### config.mk
export PLATFORM = sky130hd
export DESIGN_NAME = note_gate_ctrl_flat
export DESIGN_NICKNAME = d
export VERILOG_FILES = /design/src/rtl/note_gate_ctrl_if.sv /design/src/rtl/note_gate_ctrl.sv /design/src/flat_wrapper.sv
export SDC_FILE = /design/constraint.sdc
export NUM_CORES = 1
export LEC_CHECK = 0
export ABC_AREA = 1
export BUFFER_PORTS_ARGS = -buffer_cell sky130_fd_sc_hd__buf_2
export CORE_MARGIN = 10
export CORE_UTILIZATION = 45
export DETAILED_ROUTE_END_ITERATION = 16
export PLACE_DENSITY_LB_ADDON = 0.1
export SLEW_MARGIN = 20
export SYNTH_ARGS = -nofsm -noshare
export SYNTH_HDL_FRONTEND = slang
export SYNTH_SLANG_ARGS = --single-unit
### constraint.sdc
create_clock -name clk -period 10.2 [get_ports clk]
set_input_delay 0.51 -clock clk [delete_from_list [all_inputs] [get_ports clk]]
set_output_delay 0.51 -clock clk [all_outputs]
set_load 0.01 [all_outputs]
### src/rtl/note_gate_ctrl_if.sv
// -----------------------------------------------------------------------------
// note_gate_if
// Event handshake between the MIDI/event decoder (master) and the gate
// front end (slave).
//   ev_valid : event valid            (master -> slave)
//   ev_ready : slave can take event   (slave  -> master)
//   ev_on    : 1 = note-on, 0 = note-off
//   ev_note  : note number
//   ev_vel   : velocity (ignored on note-off)
// -----------------------------------------------------------------------------
interface note_gate_if;
   logic       ev_valid;
   logic       ev_ready;
   logic       ev_on;
   logic [6:0] ev_note;
   logic [6:0] ev_vel;

   modport master (output ev_valid, output ev_on, output ev_note, output ev_vel,
                   input  ev_ready);
   modport slave  (input  ev_valid, input  ev_on, input  ev_note, input  ev_vel,
                   output ev_ready);
endinterface

### src/rtl/note_gate_ctrl.sv
// -----------------------------------------------------------------------------
// note_gate_ctrl
// Event-to-gate front end for the envelope generator. Keeps a last-note-
// priority stack of held notes and drives gate/retrig, forcing a timed
// gate-low gap (counted in low_clk rising edges) when a new note arrives
// while the gate is already high, unless LEGATO is set.
// Ports:
//   clk, rst    : clock, asynchronous active-high reset
//   low_clk     : sample-rate square wave; rising edges count the gap
//   ev          : event handshake (slave side)
//   gate        : gate level to the envelope generator
//   retrig      : one-cycle pulse on each gate rising edge
//   note        : current (top-of-stack) note
//   velocity    : velocity of the current note
//   held_count  : number of valid stack entries
// -----------------------------------------------------------------------------
module note_gate_ctrl #(
   parameter int DEPTH      = 8,
   parameter int RETRIG_GAP = 2,
   parameter bit LEGATO     = 1'b0
) (
   input  logic       clk,
   input  logic       rst,
   input  logic       low_clk,
   note_gate_if.slave ev,
   output logic       gate,
   output logic       retrig,
   output logic [6:0] note,
   output logic [6:0] velocity,
   output logic [4:0] held_count
);
   typedef enum logic       {E_IDLE, E_PROC} ev_state_t;
   typedef enum logic [1:0] {G_OFF, G_ON, G_GAP} gate_state_t;

   ev_state_t             ev_state_q, ev_state_d;
   logic                  ev_on_q, ev_on_d;
   logic [6:0]            ev_note_q, ev_note_d, ev_vel_q, ev_vel_d;
   logic [DEPTH-1:0][6:0] stk_note_q, stk_note_d, stk_vel_q, stk_vel_d;
   logic [4:0]            count_q, count_d;
   logic [DEPTH-1:0]      hit_vec;
   logic                  hit;
   logic [4:0]            hit_idx;
   logic                  proc;
   logic [6:0]            note_q, note_d, vel_q, vel_d;
   logic                  commit_on_q, commit_on_d, commit_empty_q, commit_empty_d;
   gate_state_t           gs_q, gs_d;
   logic [7:0]            gap_q, gap_d;
   logic                  gate_q, gate_d, retrig_q, retrig_d;
   logic                  low_clk_q, low_clk_d, low_rise;

   assign proc     = (ev_state_q == E_PROC);
   assign low_clk_d = low_clk;
   assign low_rise = low_clk & ~low_clk_q;

   // ---------------- event FSM ----------------
   always_comb begin
      ev_state_d  = ev_state_q;
      ev_on_d     = ev_on_q;
      ev_note_d   = ev_note_q;
      ev_vel_d    = ev_vel_q;
      ev.ev_ready = 1'b0;
      case (ev_state_q)
         E_IDLE: begin
            ev.ev_ready = 1'b1;
            if (ev.ev_valid) begin
               ev_state_d = E_PROC;
               ev_on_d    = ev.ev_on;
               ev_note_d  = ev.ev_note;
               ev_vel_d   = ev.ev_vel;
            end
         end
         default: ev_state_d = E_IDLE;
      endcase
   end

   // ---------------- held-note stack ----------------
   // At most one entry can match since a re-pressed note is removed before push.
   always_comb begin
      hit_idx = '0;
      for (int i = DEPTH - 1; i >= 0; i--)
         if (hit_vec[i]) hit_idx = 5'(i);
   end
   assign hit = |hit_vec;

   genvar gi;
   generate
      for (gi = 0; gi < DEPTH; gi++) begin : g_ent
         logic [6:0] up_note, up_vel, dn_note, dn_vel;

         assign hit_vec[gi] = (5'(gi) < count_q) && (stk_note_q[gi] == ev_note_q);

         // Source for a push: the entry above, or the new event at the top.
         if (gi == 0) begin : g_top
            assign up_note = ev_note_q;
            assign up_vel  = ev_vel_q;
         end else begin : g_up
            assign up_note = stk_note_q[gi-1];
            assign up_vel  = stk_vel_q[gi-1];
         end

         // Source for a compaction: the entry below, or empty at the bottom.
         if (gi == DEPTH - 1) begin : g_bot
            assign dn_note = '0;
            assign dn_vel  = '0;
         end else begin : g_dn
            assign dn_note = stk_note_q[gi+1];
            assign dn_vel  = stk_vel_q[gi+1];
         end

         // Note-on: entries below a re-pressed note stay put, the rest shift down
         // (the oldest falls off when full). Note-off: entries below the hit shift up.
         always_comb begin
            stk_note_d[gi] = stk_note_q[gi];
            stk_vel_d[gi]  = stk_vel_q[gi];
            if (proc) begin
               if (ev_on_q) begin
                  if (!(hit && (5'(gi) > hit_idx))) begin
                     stk_note_d[gi] = up_note;
                     stk_vel_d[gi]  = up_vel;
                  end
               end else if (hit && (5'(gi) >= hit_idx)) begin
                  stk_note_d[gi] = dn_note;
                  stk_vel_d[gi]  = dn_vel;
               end
            end
         end
      end
   endgenerate

   always_comb begin
      count_d = count_q;
      if (proc) begin
         if (ev_on_q) begin
            if (!hit && (count_q != 5'(DEPTH))) count_d = count_q + 5'd1;
         end else if (hit) begin
            count_d = count_q - 5'd1;
         end
      end
   end

   // note/velocity follow the top entry but hold their value once the stack empties.
   always_comb begin
      note_d = note_q;
      vel_d  = vel_q;
      if (proc && (count_d != 5'd0) && (ev_on_q || hit)) begin
         note_d = stk_note_d[0];
         vel_d  = stk_vel_d[0];
      end
   end

   // Commit flags are registered so the gate FSM reacts one edge after the stack.
   assign commit_on_d    = proc & ev_on_q;
   assign commit_empty_d = proc & ~ev_on_q & hit & (count_q == 5'd1);

   // ---------------- gate FSM ----------------
   always_comb begin
      gs_d  = gs_q;
      gap_d = gap_q;
      case (gs_q)
         G_OFF: begin
            if (commit_on_q) gs_d = G_ON;
         end
         G_ON: begin
            if (commit_empty_q) begin
               gs_d = G_OFF;
            end else if (commit_on_q && !LEGATO) begin
               gs_d  = G_GAP;
               gap_d = 8'(RETRIG_GAP);
            end
         end
         G_GAP: begin
            if (commit_empty_q) begin
               gs_d  = G_OFF;
               gap_d = '0;
            end else if (commit_on_q) begin
               gap_d = 8'(RETRIG_GAP);      // reload beats a coincident low_clk edge
            end else if (low_rise) begin
               if (gap_q <= 8'd1) begin
                  gs_d  = G_ON;
                  gap_d = '0;
               end else begin
                  gap_d = gap_q - 8'd1;
               end
            end
         end
         default: begin
            gs_d  = G_OFF;
            gap_d = '0;
         end
      endcase
      gate_d   = (gs_d == G_ON);
      retrig_d = gate_d & ~gate_q;
   end

   // ---------------- registers ----------------
   always_ff @(posedge clk or posedge rst) begin
      if (rst) begin
         ev_state_q     <= E_IDLE;
         ev_on_q        <= 1'b0;
         ev_note_q      <= '0;
         ev_vel_q       <= '0;
         stk_note_q     <= '0;
         stk_vel_q      <= '0;
         count_q        <= '0;
         note_q         <= '0;
         vel_q          <= '0;
         commit_on_q    <= 1'b0;
         commit_empty_q <= 1'b0;
         gs_q           <= G_OFF;
         gap_q          <= '0;
         gate_q         <= 1'b0;
         retrig_q       <= 1'b0;
         low_clk_q      <= 1'b0;
      end else begin
         ev_state_q     <= ev_state_d;
         ev_on_q        <= ev_on_d;
         ev_note_q      <= ev_note_d;
         ev_vel_q       <= ev_vel_d;
         stk_note_q     <= stk_note_d;
         stk_vel_q      <= stk_vel_d;
         count_q        <= count_d;
         note_q         <= note_d;
         vel_q          <= vel_d;
         commit_on_q    <= commit_on_d;
         commit_empty_q <= commit_empty_d;
         gs_q           <= gs_d;
         gap_q          <= gap_d;
         gate_q         <= gate_d;
         retrig_q       <= retrig_d;
         low_clk_q      <= low_clk_d;
      end
   end

   assign gate       = gate_q;
   assign retrig     = retrig_q;
   assign note       = note_q;
   assign velocity   = vel_q;
   assign held_count = count_q;
endmodule
### src/flat_wrapper.sv
// flat-port wrapper written by rule: the top's interface ports become plain ports
module note_gate_ctrl_flat 
#(
   parameter int DEPTH      = 8,
   parameter int RETRIG_GAP = 2,
   parameter bit LEGATO     = 1'b0
)
  (clk, rst, low_clk, gate, retrig, note, velocity, held_count, ev_ev_valid, ev_ev_on, ev_ev_note, ev_ev_vel, ev_ev_ready);
  note_gate_if ev_i ();
  input  logic clk;
  input  logic rst;
  input  logic low_clk;
  output logic gate;
  output logic retrig;
  output logic [6:0] note;
  output logic [6:0] velocity;
  output logic [4:0] held_count;
  input wire logic [$bits(ev_i.ev_valid)-1:0] ev_ev_valid;
  input wire logic [$bits(ev_i.ev_on)-1:0] ev_ev_on;
  input wire logic [$bits(ev_i.ev_note)-1:0] ev_ev_note;
  input wire logic [$bits(ev_i.ev_vel)-1:0] ev_ev_vel;
  output wire logic [$bits(ev_i.ev_ready)-1:0] ev_ev_ready;
  assign ev_i.ev_valid = ev_ev_valid;
  assign ev_i.ev_on = ev_ev_on;
  assign ev_i.ev_note = ev_ev_note;
  assign ev_i.ev_vel = ev_ev_vel;
  assign ev_ev_ready = ev_i.ev_ready;
  note_gate_ctrl #(.DEPTH(DEPTH), .RETRIG_GAP(RETRIG_GAP), .LEGATO(LEGATO)) u_core (.clk(clk), .rst(rst), .low_clk(low_clk), .ev(ev_i), .gate(gate), .retrig(retrig), .note(note), .velocity(velocity), .held_count(held_count));
endmodule
==> results of run 1 <==
where the power goes:
group,switching [µW],internal (µW)
Sequential,273,869
Clock,311,329
Combinational,575,332
metal layers:
metal / vias to the layer above / wire length (µm) / GRT usage
li1: 3761 / - / -
met1: 3580 / 11800 / 0.277
met2: 222 / 10800 / 0.290
met3: 22 / 1480 / 0.0409
met4: 0 / 235 / 0.0476
met5: - / 0 / 0
sequential cells by signal (all words and copies together), names as in the netlist, 2 cells and up:
| name | cells |
|---|---|
| u_core.ev_note_q | 7 |
| u_core.gap_q | 8 |
| u_core.g_ent.up_note | 7 |
| u_core.gs_q | 2 |
| u_core.g_ent.up_vel | 7 |
| u_core.g_ent.dn_note | 49 |
| u_core.velocity | 7 |
| u_core.g_ent.dn_vel | 49 |
| u_core.held_count | 5 |
| u_core.ev_vel_q | 7 |
| u_core.note | 7 |
metrics by stage:
| step | utilization | area (µm²) | hold slack, ps | total power [µW] | setup slack, ps |
|---|---|---|---|---|---|
| floorplan | - | 8900 | 449 | 1760 | 5310 |
| global placement | 0.471 | 9170 | 421 | 2050 | 6910 |
| detailed placement | 0.472 | 9190 | 417 | 2050 | 7000 |
| CTS | 0.502 | 9780 | 183 | 2700 | 6980 |
| global route | 0.503 | 9790 | 186 | 2900 | 6550 |
| finish | 0.503 | 9790 | 195 | 2690 | 6940 |
layout make-up:
cell class                 instances  share of cell area
sequential                       162               0.415
tap                              265              0.0339
inverter                          91              0.0362
clock inverter                    15              0.0170
multi-input combinational        849               0.429
timing repair buffer              47              0.0258
clock buffer                      17              0.0435
kinds of logic after synthesis:
family	Yosys count
buffers and inverters	148
adders and majority gates	10
DFF	162
xor gates and xnor gates	36
AOI/OAI and AO/OA	199
and+or+nand+nor	604
cells in the final DEF (no fill, tap or decap), types with 4 or more instances in the layout:
master | synthesis | layout
nor2_4 | 5 | 5
nor3_1 | 6 | 6
ha_1 | 10 | 10
nor2_1 | 66 | 66
nor2_2 | 6 | 6
inv_2 | 8 | 8
dfrtp_1 | 162 | 161
o21ai_0 | 110 | 110
o22ai_1 | 4 | 4
inv_1 | 79 | 77
clkinv_4 | 0 | 5
inv_8 | 0 | 5
o211ai_1 | 17 | 17
nand2_1 | 416 | 416
a21oi_1 | 24 | 24
nand2_4 | 5 | 5
clkbuf_16 | 0 | 17
buf_2 | 4 | 40
a31oi_1 | 28 | 28
o221ai_1 | 7 | 7
nand3_1 | 59 | 59
buf_4 | 1 | 7
xor2_1 | 19 | 19
nand4_1 | 5 | 5
nand2_2 | 26 | 26
xnor2_1 | 17 | 17
final timing paths:
check / to / slack [ps]
max: u_core.g_ent[3].dn_note[1] / 6940
min: u_core.low_clk_q / 200
max reg2reg: u_core.g_ent[3].dn_note[1] / 6940
min reg2reg: u_core.retrig / 430
max in group asynchronous: u_core.ev_on_q / 8430
min in group asynchronous: u_core.ev_note_q[4] / 250
worst max-delay path, delay by kind of cell (launching register included):
family / cells / cell delay (ps)
AO/OA/AOI/OAI: 1 / 100
flip-flops: 1 / 560
AND/OR/NAND/NOR: 18 / 2230
buffers and inverters: 1 / 220
==> reports/results.tsv, run 1 <==
metric	value	unit
status	finished clean	
critPathMaxFanout	15	
fin_skew	10.1	ps
route.detailed.drc	0	
htreeDepth	4	
drtIter0Drc	618	
reg2regPathDepth	20	
grt_max_degree	93	
crit_path_start	u_core.ev_note_q[4]	
antenna_found_initial	0	
placement.io_buffers	40	
multi_input_area	4200	µm²
fin_crit	3260	ps
yosys-top-cells-area	dfrtp_1 46%, nand2_1 18%, o21ai_0 6.2%	
via_per_inst	5.25	
drive_above_1_share	0.124	
worstSetupPathType	flop to flop	
ys_types	44	
endpoint_kind	flop	
syn_avg_cell_area	7.68	µm²
yosysMostFrequentCell	nand2_1	
layout.nets	1197	
setup-tns-final	0	ps
cts_resized	0	
period_share	0.320	
crit_slowest_cell	dfrtp_1	
ir_drop	0.136	mV
required	10520	ps
cts_made_buffers	17	
synthAdderAreaFrac	0.0141	
synthMuxAreaShare	0	
yosys-top-cells-count	416 x nand2_1, 162 x dfrtp_1, 110 x o21ai_0	
stdcell_count	1446	
num_antenna_cells	0	
slew_viol_final	0	
power.density	275	nW/µm²
syn_nets	1188	
synth.yosys.warnings	0	
synth_compound_gate_area_share	0.128	
hp-start	low_clk	
cp_common_cell	nand2_1	
slew_headroom	0.374	
synth_top_family_by_area	simple AND/OR/NAND/NOR gates	
dp_hpwl	17000	µm
ff_latch_area	4060	µm²
synthFlopType	dfrtp_1	
synth_seq_cells	162	
ios	41	
synthSimpleGateAreaFrac	0.292	
async_flop_share	1.00	
setup_viol	0	
worst-slew-pin-transition	939	ps
synth_xor_xnor_area_share	0.0354	
grt.total_usage	0.193	
synth_cells	1159	
syn_to_final_growth	10.0	%
grt_first_pass_wirelength	40700	µm
initial_utilization	0.457	
cts_buffer_depth	2	
fillCellCount	1893	
arrival	3580	ps
via_count	7585	
cpPeakStageDelay	560	ps
postCtsSetupBuffers	0	
synth_edf_count	0	
die_y	161	µm
clockRootBuffer	clkbuf_16	
die_width	161	µm
postRouteWirelength	24300	µm
placementRows	51	
rr_startpoint	u_core.ev_note_q[4]	
crit_chain	inv_2 > nand2_1 > nand2_1 > nand2_1 > nor2_1 > nand3_1 > nand3_1 > nand2_1 > nand2_1 > nand2_1 > nand2_1 > nand2_1 > nand2_1 > o21ai_0 > nand2_1 > nand2_1 > nand2_1 > nand2_1 > nand2_1 > nand2_1	
synth-seq-area-share	0.456	
fmax	0.306	GHz
clock_latency	440	ps
die_area	25800	µm²
place_congestion	0.889	
synth_top_area_frac	0.456	
clock-sinks	162	
first_global_vias	7409	
synth_area_leader_cell	dfrtp_1	
first_pass_iters	5	
cts_tree	built	
wl_per_cell	16.8	µm
hold_viol	0	
grt-ovfl-total	0	
clk_pin_slew	80	ps
dp.cells	1414	
synthesis.area	8900	µm²
cts_hold_repair.buffers	0	
core_area	19500	µm²
worst_hold_path_type	input pin to flop	
rsz0062_at_grt	false	
hold_path_depth	1	
ant_nets	0	
cap_viol_max_count	0	
cp-start-kind	flop	
leakagePower	0.00475	µW
No activity file was read; power rests on OpenSTA's default activity.
==> run 2, diff against run 1 <==
--- a/config.mk
+++ b/config.mk
@@ -5,7 +5,7 @@
 export SDC_FILE = /design/constraint.sdc
 export NUM_CORES = 1
 export LEC_CHECK = 0
-export ABC_AREA = 1
+export ABC_AREA = 0
 export BUFFER_PORTS_ARGS = -buffer_cell sky130_fd_sc_hd__buf_2
 export CORE_MARGIN = 10
 export CORE_UTILIZATION = 45
==> constraint.sdc (replaced) <==
create_clock -name clk -period 3 [get_ports clk]
set_input_delay 0.15 -clock clk [delete_from_list [all_inputs] [get_ports clk]]
set_output_delay 0.15 -clock clk [all_outputs]
set_load 0.01 [all_outputs]
==> run 2 against run 1 <==
Compared with the run above: largest cell class unchanged; global-route usage shrank 1.1 points; clock-buffer cell count is the same; combinational power grew to 4.0 times the previous value; die area shrank 5.0%; maximum frequency grew 10%; wire length shrank 11%.
==> reports/results.tsv, run 2 <==
metric	value	unit	change
worstSetupPathType	flop to flop		
layout.nets	933		-22%
yosys-top-cells-count	162 x dfrtp_1, 106 x nand2_1, 93 x o21ai_0		
final_util	0.556		+0.0531
die_area	24500	µm²	-5.0%
synthesis.area	8390	µm²	-5.7%
fillCellCount	1586		-16%
cts_buffer_depth	2		unchanged
slew_headroom	0.373		-0.000800
clock-sinks	162		unchanged
place_ws	-92.0	ps	-7090 ps
worst-slew-pin-transition	938	ps	-0.776 ps
grt-ovfl-total	0		unchanged
rr_startpoint	u_core.ev_note_q[3]		
place_area	9230	µm²	+0.42%
finalPower	9770	µW	+260%
critPathTopFamily	simple AND/OR/NAND/NOR gates		
placement.io_buffers	40		unchanged
cts_tree	built		
dp_hpwl	15400	µm	-9.8%
htreeDepth	4		unchanged
core_area	18100	µm²	-6.8%
clk_pin_slew	70	ps	about the same
cap_viol_max_count	0		unchanged
num_antenna_cells	0		unchanged
antenna_found_initial	0		unchanged
fmax	0.338	GHz	+10%
power.density	969	nW/µm²	+250%
slew_viol_final	0		unchanged
synth.yosys.warnings	0		unchanged
ir_drop	0.470	mV	+250%
first_global_vias	6823		-7.9%
endpoint_kind	flop		
via_per_inst	5.60		+6.8%
reg2regPathDepth	11		-45%
fin_area	10100	µm²	+3.1%
synth_seq_cells	162		unchanged
hp-start	ev_ev_note[2]		
hold_end	u_core.ev_note_q[2]		
syn_avg_cell_area	10.4	µm²	+35%
yosys-top-cells-area	dfrtp_1 48%, mux2i_1 8.6%, o21ai_0 5.5%		
synth-seq-area-share	0.483		+0.0274
synth_edf_count	0		unchanged
synthFlopType	dfrtp_1		
via_count	6419		-15%
grt.total_usage	0.182		-0.0109
final_common_cell	dfrtp_1		
period_share	0.985		+0.665
crit_buf_inv	2		+1
yosysMostFrequentCell	dfrtp_1		
worstReg2RegEnd	u_core.velocity[2]		
die_width	157	µm	-2.5%
dp.cells	1097		-22%
syn_nets	838		-29%
ys_types	60		+36%
wl_per_cell	19.0	µm	+13%
synth_cells	809		-30%
crit_slowest_cell	dfrtp_2		
leakagePower	0.00452	µW	-4.7%
cts_made_buffers	17		unchanged
place_congestion	0.910		+2.4%
placementRows	49		-3.9%
critPathMaxFanout	14		-1
required	3320	ps	-7200 ps
final_cell_mix	155 x dfrtp_1, 106 x nand2_1, 91 x o21ai_0		
grt_max_degree	113		+22%
clock_latency	440	ps	about the same
first_pass_iters	5		unchanged
setup_ws	43.8	ps	-6890 ps
rsz0062_at_grt	true		
postRouteWirelength	21700	µm	-11%
drive_above_1_share	0.233		+0.109
stdcell_count	1146		-21%
initial_utilization	0.462		+0.00534
setup_viol	0		unchanged
synth_area_leader_cell	dfrtp_1		
ff2ff_setup_slack	40	ps	-6890 ps
hold_path_depth	2		+1
die_y	157	µm	-2.5%
syn_to_final_growth	20.2	%	
crit_chain	buf_4 > xor2_1 > nor4_1 > nand3_1 > nand4b_4 > nor2_8 > mux2i_4 > or3_4 > o2111ai_4 > buf_12 > mux2_2		
synth_top_area_frac	0.483		+0.0274
route.detailed.drc	0		unchanged
drtIter0Drc	265		-57%
fin_skew	18.1	ps	+8.04 ps
ant_nets	0		unchanged
worst_hold_path_type	input pin to flop		
fin_crit	2960	ps	-308 ps
cpPeakStageDelay	460	ps	-100 ps
clockRootBuffer	clkbuf_16		
status	finished clean		
cp-start-kind	flop		
grt_first_pass_wirelength	35800	µm	-12%
async_flop_share	1.00		unchanged
arrival	3280	ps	-300 ps
ios	41		unchanged
hold_viol	0		unchanged
[run 2: cell count changes after synthesis, moves of 18 or more]
cell / previous run / this run
nand2_1: 416 / 106
mux2i_1: 0 / 72
inv_1: 79 / 16
nand3_1: 59 / 16
nor2_1: 66 / 29
a31oi_1: 28 / 2
nand2_2: 26 / 0
mux2_2: 0 / 18
[run 2: worst max path at each step]
stage,start,end,slack (ps),cells past startpoint
finish,u_core.ev_note_q[3],u_core.velocity[2],40,11
global route,u_core.ev_note_q[3],u_core.velocity[2],-30,11
CTS,u_core.held_count[2],u_core.velocity[2],4,11
detailed placement,u_core.ev_note_q[3],u_core.velocity[2],-90,10
global placement,u_core.ev_note_q[3],u_core.velocity[3],-40,11
floorplan,u_core.held_count[3],u_core.note[0],-3,12
[run 2: cells by family (layout without fill, tap and decap cells)]
group           count (synthesis)  in the layout  share of synthesized area
compound gates                204            204                      0.157
fa+ha+maj                      10             10                     0.0149
mux                           100            100                      0.128
buf+inv                        63            171                     0.0359
flops                         162            162                      0.483
simple gates                  211            211                      0.120
xor+xnor                       59             59                     0.0616
[run 2: metal layers]
metal / vias up / GRT usage / routed length, µm
li1: 3059 / - / -
met1: 3197 / 0.230 / 9760
met2: 122 / 0.301 / 10700
met3: 41 / 0.0370 / 768
met4: 0 / 0.0710 / 519
met5: - / 0 / 0
[run 2: stage by stage]
stage          setup TNS [ps]  hold WS [ps]
6_report                    0          21.3
4_1_cts                     0          1.37
3_5_place_dp             -877           278
2_1_floorplan           -28.1           181
3_3_place_gp             -286           275
5_1_grt                 -43.0          12.2
[run 2: what timing repair did]
| item | CTS | global route |
|---|---|---|
| pin swaps | 0 | 5 |
| gates cloned | 0 | 0 |
| buffers inserted | 0 | 2 |
| gates resized for setup | 6 | 18 |
| setup endpoints to repair | 21 | 28 |
| hold endpoints to repair | 51 | 0 |
| hold buffers | 15 | 0 |
[run 2: power by group]
group	switching, µW	internal, µW
clock	1090	1130
combinational	1830	1770
sequential	898	3060
[run 2: cell type report]
cell class              count  area (µm²)  share of cell area
clock inverters            15         180              0.0179
inverters                  16        63.8             0.00633
well taps                 229         287              0.0284
repair buffers            123         931              0.0923
multi-input cells         584        4140               0.410
clock buffers              17         425              0.0422
flip-flops and latches    162        4070               0.403
==> run 3, diff against run 2 <==
--- a/config.mk
+++ b/config.mk
@@ -5,7 +5,7 @@
 export SDC_FILE = /design/constraint.sdc
 export NUM_CORES = 1
 export LEC_CHECK = 0
-export ABC_AREA = 0
+export ABC_AREA = 1
 export BUFFER_PORTS_ARGS = -buffer_cell sky130_fd_sc_hd__buf_2
 export CORE_MARGIN = 10
 export CORE_UTILIZATION = 45
==> run 3 against run 2 <==
Compared with the run above: combinational power fell by 12%; final area fell by 0.34%; maximum frequency rose by 11%; setup slack improved by 290 ps; first-iteration DRC count rose by 110%; cell count rose by 29%; clock power fell by 5%; power fell by 7.3%; largest cell class unchanged.
==> reports/results.tsv, run 3 (synthesized netlist as in run 1, its figures left out) <==
metric	value	unit	change
power_frac_comb	0.350		-0.018
via_per_inst	5.16		-7.8%
hold_viol	0		unchanged
power.density	901	nW/µm²	-7.0%
grt.total_usage	0.189		+0.00670
dp.cells	1429		+30%
period_share	0.888		-0.0977
initial_utilization	0.457		-0.00534
final_util	0.517		-0.0393
cp-start-kind	flop		
clk_pin_slew	70	ps	about the same
cap_viol_max_count	0		unchanged
first_pass_iters	7		+2
whs	203	ps	+181 ps
placementRows	51		+4.1%
drtIter0Drc	562		+110%
endpoint_kind	flop		
die_y	161	µm	+2.6%
layout.nets	1229		+32%
internal_power	5250	µW	-12%
cts_buffer_depth	2		unchanged
ant_nets	0		unchanged
clock_latency	430	ps	about the same
grt-ovfl-total	0		unchanged
critPathMaxFanout	15		+1
arrival	2990	ps	-290 ps
fin_skew	13.5	ps	-4.67 ps
antenna_found_initial	0		unchanged
fin_crit	2660	ps	-293 ps
via_count	7631		+19%
setup-tns-final	0	ps	unchanged
place_congestion	0.880		-3.3%
slew_viol_final	0		unchanged
clkPwrFrac	0.232		+0.005
ios	41		unchanged
placement.io_buffers	40		unchanged
status	finished clean		
wl_per_cell	16.0	µm	-16%
required	3330	ps	about the same
clockRootBuffer	clkbuf_16		
htreeDepth	4		unchanged
route.detailed.drc	0		unchanged
cts_tree	built		
swShare	0.421		+0.0308
pwr-share-seq	0.418		+0.013
die_area	25800	µm²	+5.2%
final_cell_mix	416 x nand2_1, 161 x dfrtp_1, 110 x o21ai_0		
rsz0062_at_grt	false		
fmax	0.376	GHz	+11%
worst_hold_path_type	input pin to flop		
first_global_vias	7390		+8.3%
worstSetupPathType	flop to flop		
grt_first_pass_wirelength	39900	µm	+11%
die_width	161	µm	+2.6%
cts_made_buffers	17		unchanged
grt_max_degree	74		-35%
core_area	19500	µm²	+7.2%
final_common_cell	nand2_1		
reg2regPathDepth	17		+6
p_sw	3810	µW	about the same
dp_hpwl	16500	µm	+7.2%
finalPower	9060	µW	-7.3%
setup_viol	0		unchanged
ir_drop	0.454	mV	-3.5%
slew_headroom	0.446		+0.0732
syn_to_final_growth	13.0	%	
worst-slew-pin-transition	830	ps	-109 ps
leakagePower	0.00488	µW	+7.8%
hold_path_depth	4		+2
drive_above_1_share	0.134		-0.0990
postRouteWirelength	23600	µm	+8.8%
num_antenna_cells	0		unchanged
clock-sinks	162		unchanged
stdcell_count	1478		+29%
==> run 3: changes by cell type in the layout (fill, tap and decap cells not counted), sizes merged, moves of 17 or more <==
cell   delta
buf      -46
mux2     -28
nand2   +342
nand3    +46
o21ai    +18
a31oi    +26
xor2     -17
nor2     +47
mux2i    -72
inv      +73
==> run 3: what timing repair did <==
| action | in CTS | in global routing |
|---|---|---|
| hold endpoints to repair | 27 | 0 |
| hold buffers | 17 | 0 |
| buffers inserted | 0 | 0 |
| gates resized for setup | 0 | 1 |
| endpoints found under the setup margin | 0 | 2 |
==> run 3: critical path: stages (launching register included) <==
cell	delay, ps
dfrtp_1	630
inv_1	190
nand2_1	110
a21oi_1	70
nand3_1	150
nand2_1	140
nor2_4	210
nand4_1	180
nand2_2	120
nand2_1	60
nand2_2	70
inv_2	30
nand2_1	100
nor2_4	50
nand2_4	140
nand2_4	170
nand2_2	100
nand2_2	40
==> run 3: final cells by class <==
type	instances	area (µm²)
inverters	91	353
clock buffers	18	439
fillers	1889	9410
multi-input cells	849	4180
flip-flops and latches	162	4060
repair buffers	79	573
well taps	265	332
clock inverters	14	116
==> run 3: power groups by stage <==
stage               clock, µW  sequential (µW)  combinational [µW]
CTS                      2140             3770                3190
finish                   2100             3790                3170
detailed placement          0             3810                3160
floorplan                   0             3560                2420
global placement            0             3810                3110
global route             2240             3900                3650
==> run 3: worst paths after layout <==
path	slack (ps)	from	end
min in group asynchronous	280	rst	u_core.gap_q[4]
worst max-delay path	340	u_core.ev_note_q[3]	u_core.note[3]
worst min-delay path	200	ev_ev_valid	u_core.ev_vel_q[0]
worst max register to register	340	u_core.ev_note_q[3]	u_core.note[3]
max in group asynchronous	2000	rst	u_core.ev_on_q
worst min register to register	430	u_core.gate	u_core.retrig
==> run 3: through the flow <==
step                cell area [µm²]  setup slack [ps]
finish                        10100               337
global route                  10100              3.98
CTS                           10000               332
detailed placement             9320               330
global placement               9320               328
floorplan                      8900               683
==> run 3: layer usage <==
layer,wire length [µm],track usage,part of all wire
met1,11800,0.275,0.50
met2,10400,0.281,0.44
met3,1020,0.0289,0.043
met4,389,0.0597,0.016
met5,0,0,0
